===== config.mk =====
export PLATFORM = sky130hd
export DESIGN_NAME = aes_spi_master_flat
export DESIGN_NICKNAME = d
export VERILOG_FILES = /design/src/rtl/aes_spi_pkg.sv /design/src/rtl/aes_spi_master_if.sv /design/src/rtl/spi_clk_gen.sv /design/src/rtl/aes_spi_master.sv /design/src/flat_wrapper.sv
export SDC_FILE = /design/constraint.sdc
export NUM_CORES = 1
export LEC_CHECK = 0
export CAP_MARGIN = 25
export CORE_MARGIN = 8
export CORE_UTILIZATION = 50
export CTS_CLUSTER_DIAMETER = 30
export DETAILED_ROUTE_END_ITERATION = 6
export PLACE_DENSITY = 0.75
export SLEW_MARGIN = 20
export SYNTH_ARGS = -nofsm -noshare
export SYNTH_HDL_FRONTEND = slang
export SYNTH_SLANG_ARGS = --single-unit

===== constraint.sdc =====
create_clock -name clock -period 3.3 [get_ports clock]
set_clock_uncertainty 0.05 [all_clocks]
set_input_delay 0.33 -clock clock [delete_from_list [all_inputs] [get_ports clock]]
set_output_delay 0.33 -clock clock [all_outputs]
set_load 0.1 [all_outputs]

===== src/rtl/aes_spi_pkg.sv =====
// aes_spi_pkg: shared types, constants and helpers for the AES SPI master.
//   state_t    - FSM state encoding
//   NK_*       - legal key lengths in 32-bit words
//   nk_legal() - true for a supported key length
//   frame_len()- total frame length in bits (data block + key)
package aes_spi_pkg;

    typedef enum logic [2:0] {
        IDLE,
        SHIFT_LO,
        SHIFT_HI,
        HOLD,
        DONE
    } state_t;

    localparam logic [3:0] NK_128 = 4'd4;
    localparam logic [3:0] NK_192 = 4'd6;
    localparam logic [3:0] NK_256 = 4'd8;

    function automatic logic nk_legal(input logic [3:0] nk);
        return (nk == NK_128) || (nk == NK_192) || (nk == NK_256);
    endfunction

    // 32 * nk expressed as a shift so the result stays 9 bits wide.
    function automatic logic [8:0] frame_len(input logic [3:0] nk,
                                             input int unsigned data_w = 128);
        return 9'(data_w) + {nk, 5'b00000};
    endfunction

endpackage


===== src/rtl/aes_spi_master_if.sv =====
// aes_spi_master_if: control and SPI bus signals of the AES SPI master.
//   control : start, abort, nk, data_in, key_in          (to master)
//   status  : busy, done, err, rx_data, led              (from master)
//   spi     : sclk, mosi, ss_n (from master), miso (to master)
// modport master is the controller side, modport slave the surrounding logic.
interface aes_spi_master_if #(
    parameter int unsigned DATA_W = 128,
    parameter int unsigned KEY_W  = 256
);

    logic              start;
    logic              abort;
    logic [3:0]        nk;
    logic [DATA_W-1:0] data_in;
    logic [KEY_W-1:0]  key_in;
    logic              miso;
    logic              sclk;
    logic              mosi;
    logic              ss_n;
    logic              busy;
    logic              done;
    logic              err;
    logic [DATA_W-1:0] rx_data;
    logic              led;

    modport master (
        input  start, abort, nk, data_in, key_in, miso,
        output sclk, mosi, ss_n, busy, done, err, rx_data, led
    );

    modport slave (
        output start, abort, nk, data_in, key_in, miso,
        input  sclk, mosi, ss_n, busy, done, err, rx_data, led
    );

endinterface


===== src/rtl/spi_clk_gen.sv =====
// spi_clk_gen: half-period timer for the SPI clock.
//   clock, reset : system clock, synchronous active-low reset
//   en           : count while high; counter held at 0 otherwise
//   phase        : current sclk level, selects which strobe fires
//   rise_stb     : half-period elapsed while sclk is low
//   fall_stb     : half-period elapsed while sclk is high
module spi_clk_gen #(
    parameter int unsigned CLK_DIV = 4
) (
    input  logic clock,
    input  logic reset,
    input  logic en,
    input  logic phase,
    output logic rise_stb,
    output logic fall_stb
);

    logic [7:0] cnt_q;
    logic       tick;

    assign tick = en && (cnt_q == 8'(CLK_DIV - 1));

    // Wraps to 0 on every strobe so each half-period restarts cleanly.
    always_ff @(posedge clock) begin
        if (!reset || !en || tick) begin
            cnt_q <= '0;
        end else begin
            cnt_q <= cnt_q + 8'd1;
        end
    end

    always_comb begin
        rise_stb = tick && !phase;
        fall_stb = tick &&  phase;
    end

endmodule


===== src/rtl/aes_spi_master.sv =====
// aes_spi_master: SPI mode-0 master sending one AES frame (data block then
// Nk key words, MSB first) and capturing the last DATA_W bits of MISO.
//   clock, reset : system clock, synchronous active-low reset
//   bus          : aes_spi_master_if.master (control, status and SPI pins)
// Parameters: CLK_DIV system clocks per sclk half-period (1..255),
// DATA_W data width, KEY_W key input width (32 x max Nk).
module aes_spi_master
    import aes_spi_pkg::*;
#(
    parameter int unsigned CLK_DIV = 4,
    parameter int unsigned DATA_W  = 128,
    parameter int unsigned KEY_W   = 256
) (
    input  logic             clock,
    input  logic             reset,
    aes_spi_master_if.master bus
);

    localparam int unsigned FRAME_W = DATA_W + KEY_W;

    state_t             state;
    logic [FRAME_W-1:0] tx_sh;
    logic [DATA_W-1:0]  rx_sh;
    logic [8:0]         bit_cnt;
    logic [8:0]         last_bit;

    logic               sclk_q;
    logic               mosi_q;
    logic               ss_n_q;
    logic               busy_q;
    logic               done_q;
    logic               err_q;
    logic [DATA_W-1:0]  rx_q;
    logic               led_q;

    logic               clk_en;
    logic               rise_stb;
    logic               fall_stb;

    assign clk_en = (state == SHIFT_LO) || (state == SHIFT_HI) || (state == HOLD);

    // In HOLD sclk is low, so rise_stb doubles as the end-of-hold strobe.
    spi_clk_gen #(
        .CLK_DIV (CLK_DIV)
    ) u_clk_gen (
        .clock    (clock),
        .reset    (reset),
        .en       (clk_en),
        .phase    (sclk_q),
        .rise_stb (rise_stb),
        .fall_stb (fall_stb)
    );

    always_ff @(posedge clock) begin
        if (!reset) begin
            state    <= IDLE;
            tx_sh    <= '0;
            rx_sh    <= '0;
            bit_cnt  <= '0;
            last_bit <= '0;
            sclk_q   <= 1'b0;
            mosi_q   <= 1'b0;
            ss_n_q   <= 1'b1;
            busy_q   <= 1'b0;
            done_q   <= 1'b0;
            err_q    <= 1'b0;
            rx_q     <= '0;
            led_q    <= 1'b0;
        end else begin
            done_q <= 1'b0;
            err_q  <= 1'b0;
            if ((state != IDLE) && bus.abort) begin
                // Abort drops the frame at once; rx_data keeps its old value.
                state  <= IDLE;
                sclk_q <= 1'b0;
                mosi_q <= 1'b0;
                ss_n_q <= 1'b1;
                busy_q <= 1'b0;
                err_q  <= 1'b1;
                led_q  <= 1'b0;
            end else begin
                case (state)
                    IDLE: begin
                        if (bus.start) begin
                            if (nk_legal(bus.nk)) begin
                                tx_sh    <= {bus.data_in, bus.key_in};
                                rx_sh    <= '0;
                                bit_cnt  <= '0;
                                last_bit <= frame_len(bus.nk, DATA_W) - 9'd1;
                                mosi_q   <= bus.data_in[DATA_W-1];
                                sclk_q   <= 1'b0;
                                ss_n_q   <= 1'b0;
                                busy_q   <= 1'b1;
                                state    <= SHIFT_LO;
                            end else begin
                                err_q <= 1'b1;
                                led_q <= 1'b0;
                            end
                        end
                    end
                    SHIFT_LO: begin
                        if (rise_stb) begin
                            sclk_q <= 1'b1;
                            rx_sh  <= {rx_sh[DATA_W-2:0], bus.miso};
                            state  <= SHIFT_HI;
                        end
                    end
                    SHIFT_HI: begin
                        if (fall_stb) begin
                            sclk_q <= 1'b0;
                            if (bit_cnt == last_bit) begin
                                state <= HOLD;
                            end else begin
                                bit_cnt <= bit_cnt + 9'd1;
                                tx_sh   <= tx_sh << 1;
                                mosi_q  <= tx_sh[FRAME_W-2];
                                state   <= SHIFT_LO;
                            end
                        end
                    end
                    HOLD: begin
                        if (rise_stb) begin
                            ss_n_q <= 1'b1;
                            mosi_q <= 1'b0;
                            busy_q <= 1'b0;
                            done_q <= 1'b1;
                            rx_q   <= rx_sh;
                            led_q  <= 1'b1;
                            state  <= DONE;
                        end
                    end
                    DONE: begin
                        state <= IDLE;
                    end
                    default: begin
                        state <= IDLE;
                    end
                endcase
            end
        end
    end

    assign bus.sclk    = sclk_q;
    assign bus.mosi    = mosi_q;
    assign bus.ss_n    = ss_n_q;
    assign bus.busy    = busy_q;
    assign bus.done    = done_q;
    assign bus.err     = err_q;
    assign bus.rx_data = rx_q;
    assign bus.led     = led_q;

endmodule


===== src/flat_wrapper.sv =====
// flat-port wrapper written by rule: the top's interface ports become plain ports
module aes_spi_master_flat import aes_spi_pkg::*;
#(
    parameter int unsigned CLK_DIV = 4,
    parameter int unsigned DATA_W  = 128,
    parameter int unsigned KEY_W   = 256
)
  (clock, reset, bus_start, bus_abort, bus_nk, bus_data_in, bus_key_in, bus_miso, bus_sclk, bus_mosi, bus_ss_n, bus_busy, bus_done, bus_err, bus_rx_data, bus_led);
  aes_spi_master_if #(.DATA_W(DATA_W), .KEY_W(KEY_W)) bus_i ();
  input  logic clock;
  input  logic reset;
  input wire logic [$bits(bus_i.start)-1:0] bus_start;
  input wire logic [$bits(bus_i.abort)-1:0] bus_abort;
  input wire logic [$bits(bus_i.nk)-1:0] bus_nk;
  input wire logic [$bits(bus_i.data_in)-1:0] bus_data_in;
  input wire logic [$bits(bus_i.key_in)-1:0] bus_key_in;
  input wire logic [$bits(bus_i.miso)-1:0] bus_miso;
  output wire logic [$bits(bus_i.sclk)-1:0] bus_sclk;
  output wire logic [$bits(bus_i.mosi)-1:0] bus_mosi;
  output wire logic [$bits(bus_i.ss_n)-1:0] bus_ss_n;
  output wire logic [$bits(bus_i.busy)-1:0] bus_busy;
  output wire logic [$bits(bus_i.done)-1:0] bus_done;
  output wire logic [$bits(bus_i.err)-1:0] bus_err;
  output wire logic [$bits(bus_i.rx_data)-1:0] bus_rx_data;
  output wire logic [$bits(bus_i.led)-1:0] bus_led;
  assign bus_i.start = bus_start;
  assign bus_i.abort = bus_abort;
  assign bus_i.nk = bus_nk;
  assign bus_i.data_in = bus_data_in;
  assign bus_i.key_in = bus_key_in;
  assign bus_i.miso = bus_miso;
  assign bus_sclk = bus_i.sclk;
  assign bus_mosi = bus_i.mosi;
  assign bus_ss_n = bus_i.ss_n;
  assign bus_busy = bus_i.busy;
  assign bus_done = bus_i.done;
  assign bus_err = bus_i.err;
  assign bus_rx_data = bus_i.rx_data;
  assign bus_led = bus_i.led;
  aes_spi_master #(.CLK_DIV(CLK_DIV), .DATA_W(DATA_W), .KEY_W(KEY_W)) u_core (.clock(clock), .reset(reset), .bus(bus_i));
endmodule

* Yosys cells after proc, flatten, opt, wreduce, memory -nomap -nowiden
Cells that the tools add are included.
** Storage, ports and cells
- Bits in registers :: 675
- Input bits :: 393
- Logic and storage cells :: 111
** Cells by class
- Add/sub/neg operators :: 4
- Equal/unequal tests :: 15
- Muxes and demuxes :: 44
- Bitwise gates (word level) :: 3
- Reductions and logical operators :: 31
** Operator list (number)
- two-way mux 383 bit :: 4
- case mux 383 bit (2 select lines) :: 1
- two-way mux 128 bit :: 3
- case mux 128 bit (2 select lines) :: 1
- two-way mux 9 bit :: 4
- two-way mux 1 bit :: 18
- case mux 9 bit (2 select lines) :: 1
- two-way mux 3 bit :: 5
- AND reduction 5 bit :: 3
- case mux 3 bit (4 select lines) :: 1
- AND reduction 4 bit :: 3
- AND reduction 6 bit :: 2
- adder 8 x 9 -> 9 bit (first input constant) :: 1
- adder 9 x 1 -> 9 bit (second input constant) :: 1
- equality test 9 bit :: 1
- nonzero test 3 bit :: 3
- subtractor 9 x 1 -> 9 bit (second input constant) :: 1
- adder 8 x 1 -> 8 bit (second input constant) :: 1
- equality test 4 x 3 -> 1 bit (second input constant) :: 2
- equality test 8 x 2 -> 1 bit (second input constant) :: 1
- inequality test 2 x 1 -> 1 bit (second input constant) :: 4
- equality test 3 x 2 -> 1 bit (second input constant) :: 2
- logical OR 1 bit :: 6
- inequality test 2 bit (second input constant) :: 3
- 13 further kinds :: 25

* Longest topological paths before layout
- Word-level depth :: 7
- Depth in mapped cells :: 10
- Gate-level depth less buffers :: 7

* By module
From an unflattened synthesis, not the netlist that was laid out.
** Unflattened totals
- Cell total of the unflattened synthesis :: 3153
- Area, all modules :: 29779.8 µm²
** By module, submodules not included
- aes_spi_master :: instances 1, cells each 3112, area an instance 29404.5 µm², seq. area each 13272.7 µm²
- spi_clk_gen :: instances 1, cells each 41, area an instance 375.4 µm², seq. area each 160.2 µm²

* Least setup slack after synthesis
Ideal clock, no wire load.
- Path type :: register to register
- From :: register u_core.sclk_q, in the netlist u_core.bus.sclk
- To :: register u_core.tx_sh[254]
- Data arrival time :: 2.391 ns
- Data required time :: 3.161 ns
- Setup slack :: 0.770 ns
- Stages on the path, launching flop included :: 8
- Clock period less this slack :: 2.530 ns
- Cells stage by stage :: dfxtp_1 > a31o_2 > and2_1 > buf_2 > buf_2 > clkbuf_1 > a21oi_1 > a311oi_2
** Between the ends
- Word-level cells in the longest chain between the ends :: 3
** Ends and longest elaborated chain
- start, declared :: RTL line aes_spi_master.sv:27 : logic sclk_q;
- start signal, assigned :: RTL line aes_spi_master.sv:61 : sclk_q <= 1'b0;
- start signal, assigned :: RTL line aes_spi_master.sv:75 : sclk_q <= 1'b0;
- start signal, assigned :: RTL line aes_spi_master.sv:91 : sclk_q <= 1'b0;
- logical AND 1 bit :: RTL line spi_clk_gen.sv:34 : fall_stb = tick && phase;
- inequality test 2 x 1 -> 1 bit (no source line)
- AND reduction 6 bit (no source line)
- end signal, assigned :: RTL line aes_spi_master.sv:86 : tx_sh <= {bus.data_in, bus.key_in};
- end signal, assigned :: RTL line aes_spi_master.sv:115 : tx_sh <= tx_sh << 1;
- end, declared :: RTL line aes_spi_master.sv:22 : logic [FRAME_W-1:0] tx_sh;
Every way passes these cells.
A chain may end at the register's enable or synchronous reset.

* Final worst setup path
- From :: register u_core.state[1]
- To :: register u_core.tx_sh[230]
** Between the ends
- Word-level cells in the longest chain between the ends :: 7
- Elaborated cells on any way between the ends :: 18
- Those cells by class :: eq/ne: 7; mux: 1; bitwise: 1; reduce/logical: 9
** Ends and longest elaborated chain
- start, declared :: RTL line aes_spi_master.sv:21 : state_t state;
- start signal, assigned :: RTL line aes_spi_master.sv:56 : state <= IDLE;
- start signal, assigned :: RTL line aes_spi_master.sv:74 : state <= IDLE;
- start signal, assigned :: RTL line aes_spi_master.sv:94 : state <= SHIFT_LO;
- equality test 3 x 1 -> 1 bit / equality test 3 x 2 -> 1 bit (equally long branches) :: RTL line aes_spi_master.sv:40, aes_spi_master.sv:82
- logical OR 1 bit (2 in a row) :: RTL line aes_spi_master.sv:40 : assign clk_en = (state == SHIFT_LO) || (state == SHIFT_HI) || (state == HOLD);
- logical AND 1 bit :: RTL line spi_clk_gen.sv:21 : assign tick = en && (cnt_q == 8'(CLK_DIV - 1));
- logical AND 1 bit :: RTL line spi_clk_gen.sv:34
- inequality test 2 x 1 -> 1 bit (no source line)
- AND reduction 6 bit (no source line)
Several ways; a longest one is shown, not always the timed one.

==> key figures <==
Detailed routing
  • Initial DRC count: 2248
  • 1st-pass router iterations: 6
  • Vias/cell: 5.86
  • DRC viols: 0
  • DRT antenna net count: 0
  • Per-cell routed wire length: 19.8 um
  • Via count: 26.2k
  • Routed wire length: 88800 um

Setup path
  • Reg2Reg Setup Slack: 0.50 ns
  • CP endpoint kind: register
  • R2R depth: 4
  • WP data arrival: 3.31 ns
  • Critical Path Source Type: register
  • CP Capture Point: u_core.tx_sh[230]$_SDFFE_PN0P_
  • CP required: 3.82 ns
  • Reg2reg start: u_core.state[1]$_SDFFE_PP0P_
  • Crit Path Max Fanout: 242
  • Critical path class: register to register
  • CP startpoint: u_core.state[1]$_SDFFE_PP0P_
  • RR Endpoint: u_core.tx_sh[230]$_SDFFE_PN0P_

Layout
  • Design Area, Final: roughly 40000 um^2
  • Final core occ: 0.680
  • Fill count: 4309
  • Nets: 3994
  • Layout cell share with drive strength beyond 1: 0.160
  • Multi-input gate area: 13900 um^2
  • Area delta synth->final: 35.0%
  • Sequential cell area: 13400 um^2

Synth
  • Most used DFF post-synth: dfxtp_1
  • Post-synthesis cell count: 3210
  • Syn Std Cell Area: 28900 um^2
  • Commonest cells post-synth: 1041 x nand2_1, 671 x dfxtp_1, 439 x a21oi_1, 290 x a311oi_2, 249 x clkbuf_1
  • Ys Warns: 0
  • Share of the yosys chip area belonging to registers: 0.465
  • Largest cells by area after synthesis: dfxtp_1 47%, a311oi_2 15%, nand2_1 14%
  • Synth async-reset ratio: 0
  • #FFs+latches synth: 671
  • Synth unique cells: 54
  • Most frequent cell after synthesis: nand2_1
  • Mean post-synth cell area: 9.00 um^2
  • Area share of the largest cell type after synthesis: 0.465
  • Top cell type by total area after synthesis: dfxtp_1
  • Post-synth net total: around 3.6k
  • Number of flops mapped to enable cells by yosys: 0

Clocking
  • H-tree levels: 4
  • Clk buf depth: 3
  • Clock Latency Late Sink: 0.69 ns
  • CTS Sinks: around 670
  • Post-CTS setup buffer count: 0
  • Root Buffer: clkbuf_16
  • Total CTS buffers: 132
  • Clock Pin Slew Worst Setup and Hold Paths: about 0.05 ns
  • CTS tree: built

Power and ir drop
  • Leakage power: 14.5 nW
  • PwrDens: 900 nW/um^2
  • Worst ir drop on vdd: 0.565 mV

Placement
  • GPL Wtd Cong: 0.835
  • Setup Slack @ Placement: between 0.2 and 0.3 ns
  • IO buf count: ~530
  • Post-DP HPWL: 57400 um
  • Placed inst area: 34500 um^2

Min path
  • Hold crit path type: input port to register

Timing
  • Tmin final: between 2 and 3 ns
  • Final Hold Viols: 0
  • Min Hold Slack: 0.188 ns
  • Final Cycle Share: 0.848
  • Final worst slack: 0.502 ns
  • Final slew viol count: 0
  • Worst-margin pin slew: 1.34 ns
  • TNS Setup: 0 ns
  • Fmax: 0.357 GHz
  • RSZ-0062 raised after global routing: no
  • Rel. slew slack: 0.110
  • Final setup viols: 0

Floorplan
  • Initial Util: 0.503
  • Rows: 88
  • DIE AREA: about 66000 um^2
  • Core Area: between 50000 and 60000 um^2
  • Chip Height: 256 um
  • IO Pins: 528
  • Die width: 256 um

Flow run
  • # Max-Cap Violations: 0

Global route
  • Total GRT Usage: 0.257
  • Antenna violations before repair: 5
  • Vias in the first global route: 26.8k
  • Global-route wire length before repair: 141000 um
  • Largest net degree at the start of global routing: 243
  • Grt ovf: 0

Run status
  • Outcome: finished clean
==> per-stage QoR <==
| step | power, mW | std cells |
|---|---|---|
| after floorplan | 19.1 | 3210 |
| after global placement | 21.1 | 4226 |
| after detailed placement | 21.6 | 4226 |
| after CTS | 35.2 | 4467 |
| after global routing | 36.7 | 4472 |
| final | 35.1 | 4472 |
==> metal layers <==
layer / share of wire / wire length [um] / GRT usage / vias to the layer above
met5: 0 / 0 / 0 / -
met4: 0.036 / 3160 / 0.119 / 0
met3: 0.068 / 6000 / 0.0596 / 164
met2: 0.48 / 42600 / 0.422 / 1047
met1: 0.42 / 37000 / 0.318 / 12669
li1: - / - / - / 12346
==> cell families (layout without fill, tap and decap cells) <==
group | count (synthesis) | in the layout | synth area share
AOI/OAI and AO/OA | 983 | 983 | 0.307
xor gates and xnor gates | 12 | 12 | 0.00364
adders and majority gates | 5 | 5 | 0.00217
buffers and inverters | 341 | 833 | 0.0544
DFF | 671 | 671 | 0.465
muxes | 5 | 5 | 0.00173
other | 0 | 5 | 0
and+or+nand+nor | 1193 | 1193 | 0.166
==> what timing repair did <==
action                                 4_1_cts  5_1_grt
endpoints found under the hold margin        6        0
hold buffers                                 1        0
gates resized for setup                      0        0
==> worst max-delay path, cell delays in order (launching register included) <==
cell and delay [ns]:
dfxtp_1 0.53, nor3b_2 0.46, buf_12 0.56, nand2_1 0.36, a311oi_2 0.34
==> layout by cell type (no fill, tap or decap), drive strengths merged, types with 2 or more instances in the layout <==
cell type,netlist,layout
clkinv,0,31
nor4b,2,2
bufinv,0,13
and2,3,3
ha,5,5
nor3,3,3
o311ai,2,2
and4,2,2
clkbuf,249,167
dfxtp,671,671
o32ai,2,2
diode,0,5
inv,7,23
a211oi,6,6
or3,4,4
nand2,1041,1041
o31ai,3,3
o211ai,2,2
nand3,9,9
nor2,28,28
a31oi,2,2
xnor2,10,10
clkdlybuf4s50,0,521
a21oi,439,439
mux2i,5,5
o211a,79,79
buf,85,64
o21bai,2,2
nor4,4,4
a311oi,305,305
and3,2,2
nor2b,4,4
or4,4,4
xor2,2,2
a22o,128,128
o21ai,4,4
clkinvlp,0,13
nand4,82,82
==> state kept, by name, summed over array words and instances (netlist names) <==
name	cells
u_core.bit_cnt	9
u_core.bus.busy	1
u_core.bus.done	1
u_core.bus.err	1
u_core.bus.led	1
u_core.bus.mosi	1
u_core.bus.rx_data	128
u_core.bus.sclk	1
u_core.bus.ss_n	1
u_core.last_bit	5
u_core.rx_sh	128
u_core.state	3
u_core.tx_sh	383
u_core.u_clk_gen.cnt_q	8
==> worst min path at each step <==
stage	cells after the start	startpoint	slack, ns	end
2_1_floorplan	1	u_core.u_clk_gen.cnt_q[0]$_SDFF_PP0_	0.37	u_core.u_clk_gen.cnt_q[0]$_SDFF_PP0_
3_3_place_gp	1	u_core.u_clk_gen.cnt_q[0]$_SDFF_PP0_	0.38	u_core.u_clk_gen.cnt_q[0]$_SDFF_PP0_
3_5_place_dp	1	u_core.u_clk_gen.cnt_q[0]$_SDFF_PP0_	0.39	u_core.u_clk_gen.cnt_q[0]$_SDFF_PP0_
4_1_cts	3	bus_data_in[11]	0.13	u_core.tx_sh[267]$_SDFFE_PN0P_
5_1_grt	3	bus_data_in[11]	0.17	u_core.tx_sh[267]$_SDFFE_PN0P_
6_report	3	bus_data_in[11]	0.19	u_core.tx_sh[267]$_SDFFE_PN0P_
==> power breakdown <==
| part | internal [mW] | switching (mW) | leakage (nW) |
|---|---|---|---|
| Clock | 8.89 | 4.47 | 2.19 |
| Sequential | 10.2 | 1.15 | 5.47 |
| Combinational | 4.11 | 6.29 | 6.88 |
| Total | 23.2 | 11.9 | 14.5 |
==> area by class of cell <==
cell class                 count  area share
inverter                       7    0.000866
antenna                        5    0.000321
clock buffer                 167      0.0936
timing repair buffer         586       0.157
clock inverter                73      0.0222
multi-input combinational   2198       0.357
tap                          765      0.0245
sequential                   671       0.345
(Power assumes the default switching activity.)
